[src/rtl/pulse_sync_mc_if.sv]
// Bundles the per-channel event inputs and status outputs of pulse_sync_mc.
// The master side drives events and acknowledges; the slave side is the synchroniser.
interface pulse_sync_mc_if #(
  parameter int CH    = 4,
  parameter int CNT_W = 4
) ();
  logic [CH-1:0]       async_in;
  logic [CH-1:0]       evt_ack;
  logic [CH-1:0]       ovf_clr;
  logic [CH-1:0]       pulse_out;
  logic [CH-1:0]       evt_pend;
  logic [CH*CNT_W-1:0] evt_cnt;
  logic [CH-1:0]       overflow;

  modport master (
    output async_in, evt_ack, ovf_clr,
    input  pulse_out, evt_pend, evt_cnt, overflow
  );

  modport slave (
    input  async_in, evt_ack, ovf_clr,
    output pulse_out, evt_pend, evt_cnt, overflow
  );
endinterface

[src/rtl/pulse_sync_mc.sv]
// Multi-channel receive-side event synchroniser: sync chain, edge detect, pulse
// stretcher and a saturating acknowledgeable event counter per channel.
module pulse_sync_mc #(
  parameter int CH          = 4,
  parameter int SYNC_STAGES = 2,
  parameter int EDGE_MODE   = 0,
  parameter int STRETCH     = 1,
  parameter int CNT_W       = 4
) (
  input logic            clk,
  input logic            rst,
  pulse_sync_mc_if.slave bus
);
  localparam int SW = $clog2(STRETCH + 1);
  localparam logic [SW-1:0]    STR_LOAD = SW'(STRETCH);
  localparam logic [SW-1:0]    STR_ONE  = SW'(1);
  localparam logic [SW-1:0]    STR_ZERO = {SW{1'b0}};
  localparam logic [CNT_W-1:0] CNT_MAX  = {CNT_W{1'b1}};
  localparam logic [CNT_W-1:0] CNT_ONE  = CNT_W'(1);
  localparam logic [CNT_W-1:0] CNT_ZERO = {CNT_W{1'b0}};

  logic [SYNC_STAGES-1:0] sync_r [CH];
  logic [CH-1:0]          hist_r;
  logic [CH-1:0]          detect_s;
  logic [SW-1:0]          str_r [CH];
  logic [SW-1:0]          str_nxt_s [CH];
  logic [CNT_W-1:0]       cnt_r [CH];
  logic [CNT_W-1:0]       cnt_nxt_s [CH];
  logic [CH-1:0]          ovf_r;
  logic [CH-1:0]          ovf_nxt_s;
  logic [CH-1:0]          ovf_set_s;
  logic [CH-1:0]          pulse_r;
  logic [CH-1:0]          pend_r;

  function automatic logic edge_detect(input logic cur, input logic prev);
    logic res;
    case (EDGE_MODE)
      32'sd1:  res = cur & ~prev;
      32'sd2:  res = ~cur & prev;
      default: res = cur ^ prev;
    endcase
    return res;
  endfunction

  // Synchroniser chains plus the history flop that follows the last stage
  always_ff @(posedge clk or posedge rst) begin
    if (rst) begin
      for (int i = 0; i < CH; i++) begin
        sync_r[i] <= {SYNC_STAGES{1'b0}};
      end
      hist_r <= {CH{1'b0}};
    end else begin
      for (int i = 0; i < CH; i++) begin
        sync_r[i] <= {sync_r[i][SYNC_STAGES-2:0], bus.async_in[i]};
        hist_r[i] <= sync_r[i][SYNC_STAGES-1];
      end
    end
  end

  // Next-state for edge detect, stretcher, event count and sticky overflow
  always_comb begin
    for (int i = 0; i < CH; i++) begin
      detect_s[i]  = edge_detect(sync_r[i][SYNC_STAGES-1], hist_r[i]);
      str_nxt_s[i] = str_r[i];
      cnt_nxt_s[i] = cnt_r[i];
      ovf_set_s[i] = 1'b0;
      ovf_nxt_s[i] = ovf_r[i];

      // A new detect always reloads, so back-to-back events merge into one strobe
      if (detect_s[i]) begin
        str_nxt_s[i] = STR_LOAD;
      end else if (str_r[i] != STR_ZERO) begin
        str_nxt_s[i] = str_r[i] - STR_ONE;
      end else begin
        str_nxt_s[i] = str_r[i];
      end

      if (detect_s[i] && !bus.evt_ack[i]) begin
        if (cnt_r[i] == CNT_MAX) begin
          ovf_set_s[i] = 1'b1;
        end else begin
          cnt_nxt_s[i] = cnt_r[i] + CNT_ONE;
        end
      end else if (detect_s[i] && bus.evt_ack[i]) begin
        // Ack of an empty counter is ignored, so the new event still lands
        if (cnt_r[i] == CNT_ZERO) begin
          cnt_nxt_s[i] = CNT_ONE;
        end else begin
          cnt_nxt_s[i] = cnt_r[i];
        end
      end else if (bus.evt_ack[i] && (cnt_r[i] != CNT_ZERO)) begin
        cnt_nxt_s[i] = cnt_r[i] - CNT_ONE;
      end else begin
        cnt_nxt_s[i] = cnt_r[i];
      end

      if (ovf_set_s[i]) begin
        ovf_nxt_s[i] = 1'b1;
      end else if (bus.ovf_clr[i]) begin
        ovf_nxt_s[i] = 1'b0;
      end else begin
        ovf_nxt_s[i] = ovf_r[i];
      end
    end
  end

  // Per-channel state registers; strobe and pending flags track the next-state
  always_ff @(posedge clk or posedge rst) begin
    if (rst) begin
      for (int i = 0; i < CH; i++) begin
        str_r[i] <= STR_ZERO;
        cnt_r[i] <= CNT_ZERO;
      end
      ovf_r   <= {CH{1'b0}};
      pulse_r <= {CH{1'b0}};
      pend_r  <= {CH{1'b0}};
    end else begin
      for (int i = 0; i < CH; i++) begin
        str_r[i]   <= str_nxt_s[i];
        cnt_r[i]   <= cnt_nxt_s[i];
        pulse_r[i] <= (str_nxt_s[i] != STR_ZERO);
        pend_r[i]  <= (cnt_nxt_s[i] != CNT_ZERO);
      end
      ovf_r <= ovf_nxt_s;
    end
  end

  // Pack the per-channel counts onto the flat status bus
  always_comb begin
    bus.evt_cnt = {(CH*CNT_W){1'b0}};
    for (int i = 0; i < CH; i++) begin
      bus.evt_cnt[i*CNT_W +: CNT_W] = cnt_r[i];
    end
  end

  assign bus.pulse_out = pulse_r;
  assign bus.evt_pend  = pend_r;
  assign bus.overflow  = ovf_r;
endmodule
[src/flat_wrapper.sv]
// flat-port wrapper written by rule: the top's interface ports become plain ports
module pulse_sync_mc_flat 
#(
  parameter int CH          = 4,
  parameter int SYNC_STAGES = 2,
  parameter int EDGE_MODE   = 0,
  parameter int STRETCH     = 1,
  parameter int CNT_W       = 4
)
  (clk, rst, bus_async_in, bus_evt_ack, bus_ovf_clr, bus_pulse_out, bus_evt_pend, bus_evt_cnt, bus_overflow);
  pulse_sync_mc_if #(.CH(CH), .CNT_W(CNT_W)) bus_i ();
  input logic clk;
  input logic rst;
  input wire logic [$bits(bus_i.async_in)-1:0] bus_async_in;
  input wire logic [$bits(bus_i.evt_ack)-1:0] bus_evt_ack;
  input wire logic [$bits(bus_i.ovf_clr)-1:0] bus_ovf_clr;
  output wire logic [$bits(bus_i.pulse_out)-1:0] bus_pulse_out;
  output wire logic [$bits(bus_i.evt_pend)-1:0] bus_evt_pend;
  output wire logic [$bits(bus_i.evt_cnt)-1:0] bus_evt_cnt;
  output wire logic [$bits(bus_i.overflow)-1:0] bus_overflow;
  assign bus_i.async_in = bus_async_in;
  assign bus_i.evt_ack = bus_evt_ack;
  assign bus_i.ovf_clr = bus_ovf_clr;
  assign bus_pulse_out = bus_i.pulse_out;
  assign bus_evt_pend = bus_i.evt_pend;
  assign bus_evt_cnt = bus_i.evt_cnt;
  assign bus_overflow = bus_i.overflow;
  pulse_sync_mc #(.CH(CH), .SYNC_STAGES(SYNC_STAGES), .EDGE_MODE(EDGE_MODE), .STRETCH(STRETCH), .CNT_W(CNT_W)) u_core (.clk(clk), .rst(rst), .bus(bus_i));
endmodule
[config.mk]
export PLATFORM = sky130hd
export DESIGN_NAME = pulse_sync_mc_flat
export DESIGN_NICKNAME = d
export VERILOG_FILES = /design/src/rtl/pulse_sync_mc_if.sv /design/src/rtl/pulse_sync_mc.sv /design/src/flat_wrapper.sv
export SDC_FILE = /design/constraint.sdc
export NUM_CORES = 1
export LEC_CHECK = 0
export ABC_CLOCK_PERIOD_IN_PS = 2800
export CAP_MARGIN = 20
export CORE_ASPECT_RATIO = 1.4
export CORE_MARGIN = 10
export CORE_UTILIZATION = 51
export CTS_CLUSTER_SIZE = 8
export DETAILED_ROUTE_END_ITERATION = 8
export GPL_ROUTABILITY_DRIVEN = 0
export PLACE_DENSITY = 0.8
export SETUP_SLACK_MARGIN = 0.3
export SYNTH_ARGS = -nofsm -noshare
export SYNTH_HDL_FRONTEND = slang
export SYNTH_SLANG_ARGS = --single-unit
[constraint.sdc]
create_clock -name clk -period 2.8 [get_ports clk]
set_clock_uncertainty 0.2 [all_clocks]
set_input_delay 0.56 -clock clk [delete_from_list [all_inputs] [get_ports clk]]
set_output_delay 0.56 -clock clk [all_outputs]
set_load 0.02 [all_outputs]
==> key figures <==
Pwr
  • Switching part of the total power: 0.414
  • Lkg Pwr: 1.12 nW
  • Comb pwr share: 0.482
  • Share of power burned in registers: 0.375
  • Switching pwr: 0.00108 W
  • Peak supply drop: around 700 uV
  • Clock power frac: 0.142
  • Pwr per Cell Area: 989 mW/mm2
  • Internal power: 0.00153 W
  • Tot Pwr: 0.00261 W

Synthesis
  • Synth Area in Simple Gates: 0.186
  • Post-synth top area share: 0.496
  • Largest family of logic cells by synthesized area: simple AND/OR/NAND/NOR gates
  • Mapped Avg Cell Area: between 10 and 15 um2
  • Mapped cell area: just over 0.002 mm2
  • Xor/xnor cell area share of the yosys netlist: 0.0291
  • Synth area leaders: dfrtp_1 50%, ha_1 5.0%, a21oi_1 3.7%
  • Synth Instances: 200
  • Ys async rst share: 1.00
  • Flops & latches, synth: 40
  • Main flop type after synthesis: dfrtp_1
  • Net count after synthesis: 222
  • Synth cell types: 44
  • Synth warn: 0
  • Compound-Gate Fraction of Synth Area: 0.185
  • Commonest cells in the netlist: 40 x dfrtp_1, 15 x a21oi_1, 14 x nand3_1
  • Most common cell in the synthesized netlist: dfrtp_1
  • Mux contribution to synthesized area: 0.0124
  • Synth area leader: dfrtp_1
  • Adder-Cell Fraction of Synth Area: 0.0496
  • Number of enable flip-flop cells after synthesis: 0
  • Register area share after synthesis: 0.496

Die
  • Total core area: between 0.003 and 0.004 mm2
  • Initial core utilization: 0.520
  • Row cnt: 27
  • Die H: 94.5 um
  • Die width: about 73 um
  • DIE AREA: 0.00691 mm2
  • Boundary pin count: 42

Critical path
  • Startpoint Class: input pin
  • R2R depth: 6
  • CP arrival: 2.46 ns
  • CP Launch Point: bus_evt_ack[2]
  • Data required, critical path: 2.78 ns
  • Crit-path max FO: 2
  • Worst R2R Start: u_core.sync_r[3]$_DFF_PP0_
  • CP Class: in -> reg
  • CP endpoint kind: flop

Clock network
  • Clk pin slew, worst setup/hold paths: roughly 0.080 ns
  • Worst-case clock buffer depth: 2
  • CTS root buffer: clkbuf_8
  • CTS H-tree depth: 2
  • Clock insertion delay at the later pin of the skew report: roughly 0.3 ns
  • Number of CTS-inserted buffers: 5
  • CTS tree: built
  • Sink Count: 40

Final layout
  • Layout area overhead: 30.8%
  • Fraction of layout cells with a size suffix above 1: 0.134
  • Final Instance Area: 0.00264 mm2
  • Ant diodes: 0
  • Layout Nets: 275

Timing
  • Final Hold Vio Count: 0
  • Actual slew at the worst max-slew pin: 0.490 ns
  • Setup ws final: about 0.32 ns
  • Pins over their slew limit: 0
  • Period Utilization, post-route: 0.887
  • Final setup viols: 0
  • RSZ-0062 raised after global routing: true
  • Setup TNS: 0 ns
  • Rel. slew slack: 0.671
  • Post-route minimum period: 2.48 ns
  • Fmax: slightly above 400 MHz

Detailed routing
  • Drt drc: 0
  • Drt pass-1 iters: 4
  • ANT nets after route: 0
  • Final wirelength: approximately 4.4 mm
  • Via count: 1,742
  • DRT iter0 DRCs: 156
  • Routed vias/inst: 5.87
  • WL/cell: around 15 um

Worst hold path
  • Worst Hold Depth: 0
  • Hold Crit Class: reg -> reg
  • Worst Min Path Start: u_core.sync_r[2]$_DFF_PP0_

GRT
  • Vias in the first global route: 1,703
  • First-pass GRT wire length: around 7.7 mm
  • Gr ovfl total: 0
  • GRT Total Usage: 0.136
  • Initial antenna violation count: 0
  • Pin count of the biggest net entering global routing: 41

Run
  • Max-Cap Viols: 0

Status
  • Status: finished, final reports clean

Placement
  • Detailed Place HPWL: 3.29 mm
  • Cell Area, Placed: 0.00252 mm2
  • IO buf count: around 40
  • Worst setup slack after placement: 0.0167 ns
[cell usage in the layout (no fill, tap or decap), types with 3 or more instances in the layout]
cell type        instances
o21ai_1                  3
a21oi_1                 15
nor2_1                  13
a221o_1                  3
o32ai_1                  4
and3_1                   3
o22ai_1                  4
nor3_1                   5
buf_4                   11
clkdlybuf4s50_1         41
or4_1                    3
inv_1                   12
o31ai_1                  3
xnor2_1                  3
clkbuf_8                 5
a41o_1                   3
dfrtp_1                 38
a211oi_1                 3
ha_1                     6
nand3_1                 14
nand2b_1                 4
inv_2                    5
nand2_1                 12
[worst max-delay path, stage by stage]
cell and delay, ns:
clkdlybuf4s50_1 0.49, nand2b_1 0.08, or4_4 0.43, o31a_1 0.13, mux2_4 0.27, or4_4 0.50
[power by group through the flow]
stage / sequential (W) / clock (W) / combinational (W)
after floorplan: 0.00109 / 0 / 0.000629
after global placement: 0.000981 / 0 / 0.00123
after detailed placement: 0.000985 / 0 / 0.00124
after CTS: 0.000975 / 0.000383 / 0.00125
after global routing: 0.00101 / 0.000414 / 0.00139
final: 0.000981 / 0.000372 / 0.00126
[worst paths after layout]
| check | slack, ns | endpoint |
|---|---|---|
| setup / recovery | 0.32 | u_core.bus.evt_pend[2]$_DFF_PP0_ |
| hold / removal | 0.15 | u_core.sync_r[3]$_DFF_PP0_ |
| setup reg to reg | 0.37 | u_core.bus.evt_pend[2]$_DFF_PP0_ |
| hold reg to reg | 0.15 | u_core.sync_r[3]$_DFF_PP0_ |
| max in group asynchronous | 1.57 | u_core.bus.evt_cnt[13]$_DFF_PP0_ |
| min in group asynchronous | 0.48 | u_core.bus.evt_cnt[10]$_DFF_PP0_ |
[registers in the layout, summed over array words and instances (netlist names)]
| register | cells |
|---|---|
| u_core.sync_r | 8 |
| u_core.bus.pulse_out | 4 |
| u_core.bus.overflow | 4 |
| u_core.hist_r | 4 |
| u_core.bus.evt_pend | 4 |
| u_core.bus.evt_cnt | 16 |
[per-layer routing]
layer / global-route usage / wire length [um]
met2: 0.218 / 2210
met4: 0.0667 / 102
met3: 0.0472 / 310
met5: 0 / 0
met1: 0.156 / 1790
[cell type report]
cell class                 count  area, um2
tap                           43       53.8
inverter                      17       63.8
multi-input combinational    137        942
fill                         304       1240
clock buffer                   7       76.3
clock inverter                 1       8.76
sequential                    40       1000
timing repair buffer          52        493
[through the flow]
stage	instances	hold slack, ns	util
after global placement	286	0.134	0.650
final	297	0.150	0.680
after global routing	297	0.158	0.680
after CTS	294	0.152	0.671
after floorplan	200	0.131	-
after detailed placement	286	0.136	0.650
[cells by family after synthesis]
group	Yosys count
fa+ha+maj	8
buf+inv	23
simple gates	69
xor+xnor	5
compound gates	53
mux	2
flops	40
[timing repair]
action | 4_1_cts | 5_1_grt
buffers inserted | 0 | 3
setup endpoints to repair | 0 | 3
hold buffers | 0 | 0
resized for setup | 0 | 6
No activity file was read; power rests on OpenSTA's default activity.
==> RTL edit 1, RTL diff (same flow settings) <==
Make the reset (`rst`) synchronous in 2 clocked blocks.
--- a/src/rtl/pulse_sync_mc.sv
+++ b/src/rtl/pulse_sync_mc.sv
@@ -43,7 +43,7 @@
   endfunction
 
   // Synchroniser chains plus the history flop that follows the last stage
-  always_ff @(posedge clk or posedge rst) begin
+  always_ff @(posedge clk) begin
     if (rst) begin
       for (int i = 0; i < CH; i++) begin
         sync_r[i] <= {SYNC_STAGES{1'b0}};
@@ -105,7 +105,7 @@
   end
 
   // Per-channel state registers; strobe and pending flags track the next-state
-  always_ff @(posedge clk or posedge rst) begin
+  always_ff @(posedge clk) begin
     if (rst) begin
       for (int i = 0; i < CH; i++) begin
         str_r[i] <= STR_ZERO;
Check against the original RTL: differs if rst is asserted again (counterexample within 4 cycles, from zero or initial values and one cycle with rst high); with rst held inactive, the same outputs for 10 cycles.
==> RTL edit 1 against the unedited design <==
- design area grew 1.1%
- non-clock buffer count decreased by 7
- clock power rose by 5.6%
- sequential cell count is the same
- total power shrank 15%
- count of clock-buffer cells in the layout is 1 lower
- setup slack improved by 0.16 ns
- register-to-register slack gained 0.19 ns
- synthesized area grew 7.4%
- utilization shrank 3.9 points
- global-route usage fell by 0.89 points
- routed wire length is 3.7% higher
==> RTL edit 1: results <==
group,metric,value,unit
detailed_routing,drt_pass1_iterations,4,
setup_path,rr_worst_depth,7,
global_routing,grt_max_degree,29,
sta,finalWorstSetupSlack,0.480,ns
detailed_routing,drt_iter0_markers,127,
setup_path,rr_endpoint,"u_core.bus.evt_pend[2]",
setup_path,r2r_slack,0.56,ns
finish,fin_nets,310,
pwr,leakagePower,1.04,nW
place,port_buffers,41,
place,place_ws,0.356,ns
finish,drive_above_1_share,0.0623,
place,place_hpwl,3460,um
sta,maxSlewHeadroom,0.425,
synth,ys_seq_area_frac,0.369,
detailed_routing,wl_per_cell,13.7,um
setup_path,cp-startpoint,"u_core.cnt_r[2][2]",
global_routing,grt_pass1_vias,1804,
synth,synth_cell_types,60,
setup_path,crit_family,"buffers and inverters",
finish,fill_cells,366,
synth,ys_top_cells_by_area,"dfxtp_1 (37%), nor2_1 (5.5%), ha_1 (4.6%)",
setup_path,cp_max_fo,13,
global_routing,grt_pass1_wl,7630,um
setup_path,critPathCapture,"bus_evt_cnt[10]",
setup_path,arrival,1.56,ns
setup_path,crit_slowest_cell,"clkdlybuf4s50_1",
global_routing,grt_usage,0.127,
setup_path,max_stage_delay,0.69,ns
pwr,ir_drop,0.000486,V
run_status,status,"completed",
synth,syn_nets,277,
setup_path,r2r_start,"u_core.cnt_r[2][1]",
synth,synthTopCellsByCount,"dfxtp_1 (40), nor2_1 (32), inv_1 (16), nor2b_1 (16)",
synth,synthArstFlopShare,0,
detailed_routing,detail_route.vias_per_cell,5.81,
## RTL edit 1: cell types whose count changed after synthesis, sizes merged, moves of 4 or more
cell / before / now
a41oi: 0 / 4
nor2: 13 / 32
a21oi: 15 / 10
or4: 5 / 1
buf: 0 / 11
a31oi: 1 / 5
dfrtp: 40 / 0
o21ai: 5 / 9
xor2: 0 / 4
dfxtp: 0 / 40
nor2b: 2 / 16
nand4: 2 / 6
## RTL edit 1: cell type report
class                           count  area, um2  area share
Multi-Input combinational cell    180       1210       0.455
Sequential cell                    40        801       0.300
Timing Repair Buffer               45        440       0.165
Clock buffer                        6       82.6      0.0309
Inverter                           16       60.1      0.0225
Tap cell                           45       56.3      0.0211
Clock inverter                      2       15.0     0.00562
## RTL edit 1: how the worst min path moves through the flow
| stage | endpoint | slack (ns) | cells after the start | start |
|---|---|---|---|---|
| floorplan | u_core.sync_r[0][1] | 0.21 | 1 | u_core.sync_r[0][0] |
| global placement | u_core.sync_r[0][1] | 0.22 | 1 | u_core.sync_r[0][0] |
| detailed placement | u_core.sync_r[3][1] | 0.23 | 1 | u_core.sync_r[3][0] |
| CTS | u_core.sync_r[3][1] | 0.25 | 1 | u_core.sync_r[3][0] |
| global route | u_core.sync_r[1][1] | 0.26 | 1 | u_core.sync_r[1][0] |
| finish | u_core.sync_r[3][1] | 0.24 | 1 | u_core.sync_r[3][0] |
## RTL edit 1: layer usage
layer / wire (um) / global-route usage / vias up
li1: - / - / 975
met1: 1950 / 0.144 / 921
met2: 2310 / 0.205 / 37
met3: 265 / 0.0419 / 7
met4: 63 / 0.0585 / 0
met5: 0 / 0 / -
## RTL edit 1: per-stage QoR
step	std cells	area, um2	power (mW)
2_1_floorplan	255	2170	1.51
3_5_place_dp	326	2570	1.85
4_1_cts	334	2670	2.25
3_3_place_gp	326	2570	1.83
5_1_grt	334	2670	2.39
6_report	334	2670	2.23
## RTL edit 1: power by group
part / internal, mW / leakage [nW] / switching (mW)
Sequential: 0.674 / 0.328 / 0.148
Clock: 0.199 / 0.0434 / 0.194
Combinational: 0.488 / 0.671 / 0.529
Total: 1.36 / 1.04 / 0.870
## RTL edit 1: logic make-up (layout without fill, tap and decap cells)
| kind of cell | Yosys count | count (layout) | share of synthesized area |
|---|---|---|---|
| compound gates | 57 | 57 | 0.200 |
| flops | 40 | 40 | 0.369 |
| buf+inv | 35 | 69 | 0.0709 |
| xor+xnor | 10 | 10 | 0.0525 |
| mux | 2 | 2 | 0.00923 |
| fa+ha+maj | 8 | 8 | 0.0461 |
| simple gates | 103 | 103 | 0.253 |
## RTL edit 1: worst register-to-register path: cells and delay by family (launching register included)
family	cells	cell delay (ns)
compound gates	2	0.46
buf+inv	1	0.09
flops	1	0.51
simple gates	3	0.71
fa+ha+maj	1	0.23
==> RTL edit 2, RTL diff (config.mk and constraints unchanged) <==
Made on the original files. `CH` is set to 4 in 3 places; all go to 2.
--- a/src/rtl/pulse_sync_mc_if.sv
+++ b/src/rtl/pulse_sync_mc_if.sv
@@ -1,7 +1,7 @@
 // Bundles the per-channel event inputs and status outputs of pulse_sync_mc.
 // The master side drives events and acknowledges; the slave side is the synchroniser.
 interface pulse_sync_mc_if #(
-  parameter int CH    = 4,
+  parameter int CH    = 2,
   parameter int CNT_W = 4
 ) ();
   logic [CH-1:0]       async_in;
--- a/src/rtl/pulse_sync_mc.sv
+++ b/src/rtl/pulse_sync_mc.sv
@@ -1,7 +1,7 @@
 // Multi-channel receive-side event synchroniser: sync chain, edge detect, pulse
 // stretcher and a saturating acknowledgeable event counter per channel.
 module pulse_sync_mc #(
-  parameter int CH          = 4,
+  parameter int CH          = 2,
   parameter int SYNC_STAGES = 2,
   parameter int EDGE_MODE   = 0,
   parameter int STRETCH     = 1,
--- a/src/flat_wrapper.sv
+++ b/src/flat_wrapper.sv
@@ -1,7 +1,7 @@
 // flat-port wrapper written by rule: the top's interface ports become plain ports
 module pulse_sync_mc_flat 
 #(
-  parameter int CH          = 4,
+  parameter int CH          = 2,
   parameter int SYNC_STAGES = 2,
   parameter int EDGE_MODE   = 0,
   parameter int STRETCH     = 1,
Interface: changed (7 resized); port bits go from 42 to 22. The function was not compared with the original's and may differ.
==> RTL edit 2 against the unedited design <==
- die area shrank 38%
- routed wire length down 50%
- design area down 50%
- setup slack improved by 0.081 ns
- total power is 48% lower
- sequential cell count shrank 20
- cell count fell by 51%
- synthesized area fell by 48%
- via count down 51%
- largest power group unchanged
- highest routed layer unchanged
==> RTL edit 2: results <==
group,metric,value,unit
synth,synthMuxAreaShare,0.0288,
clock_network,root_buffer,"clkbuf_4",
finish,register_area,503,um2
finish,fill_cells,170,
place,place_hpwl,1730,um
place,port_buffers,21,
finish,nNonClkInverters,12,
clock_network,cts.clk_slew.worst_paths,0.11,ns
floorplanning,die_area,0.00427,mm2
global_routing,grt_max_degree,21,
synth,yosys.area_share.xor_xnor,0.0325,
finish,clkbuf_count,3,
run_status,status,"completed",
global_routing,grt_pass1_wl,3790,um
setup_path,cp_max_fo,10,
finish,multi_input_cells,67,
detailed_routing,detail_route.vias_per_cell,5.79,
detailed_routing,drt_iter0_markers,22,
finish,nonClkBufAreaFrac,0.170,
synth,ys_seq_area_frac,0.481,
finish,n_all_buffers,23,
setup_path,cp-startpoint,"u_core.bus.evt_cnt[5]",
place,place_ws,0.220,ns
pwr,ir_drop,0.000602,V
synth,synthTopCellsByCount,"dfrtp_1 (20), inv_1 (11), a21oi_1 (6), nor2_1 (6), nand3_1 (5)",
[RTL edit 2: critical path: stages, from the launching register on]
cell,delay [ns]
dfrtp_2,0.50
inv_1,0.09
ha_1,0.20
or3b_4,0.42
nand3_1,0.09
o21ai_1,0.07
a211o_1,0.31
or4_1,0.40
[RTL edit 2: power groups by stage]
stage	registers (mW)	clock network, mW	logic (mW)
after floorplan	0.551	0	0.321
after CTS	0.492	0.233	0.627
after global routing	0.514	0.245	0.711
after global placement	0.489	0	0.608
final	0.497	0.226	0.640
after detailed placement	0.497	0	0.625
[RTL edit 2: metal layers]
metal,share of wire,wire length [um],up-vias,GRT usage
li1,-,-,419,-
met1,0.40,882,412,0.117
met2,0.53,1160,18,0.184
met3,0.063,140,2,0.0328
met4,0.0091,20,0,0.0602
met5,0,0,-,0
[RTL edit 2: repair_timing]
item                                    4_1_cts  5_1_grt
resized for setup                             0        3
setup buffers                                 0        1
endpoints found under the setup margin        0        1
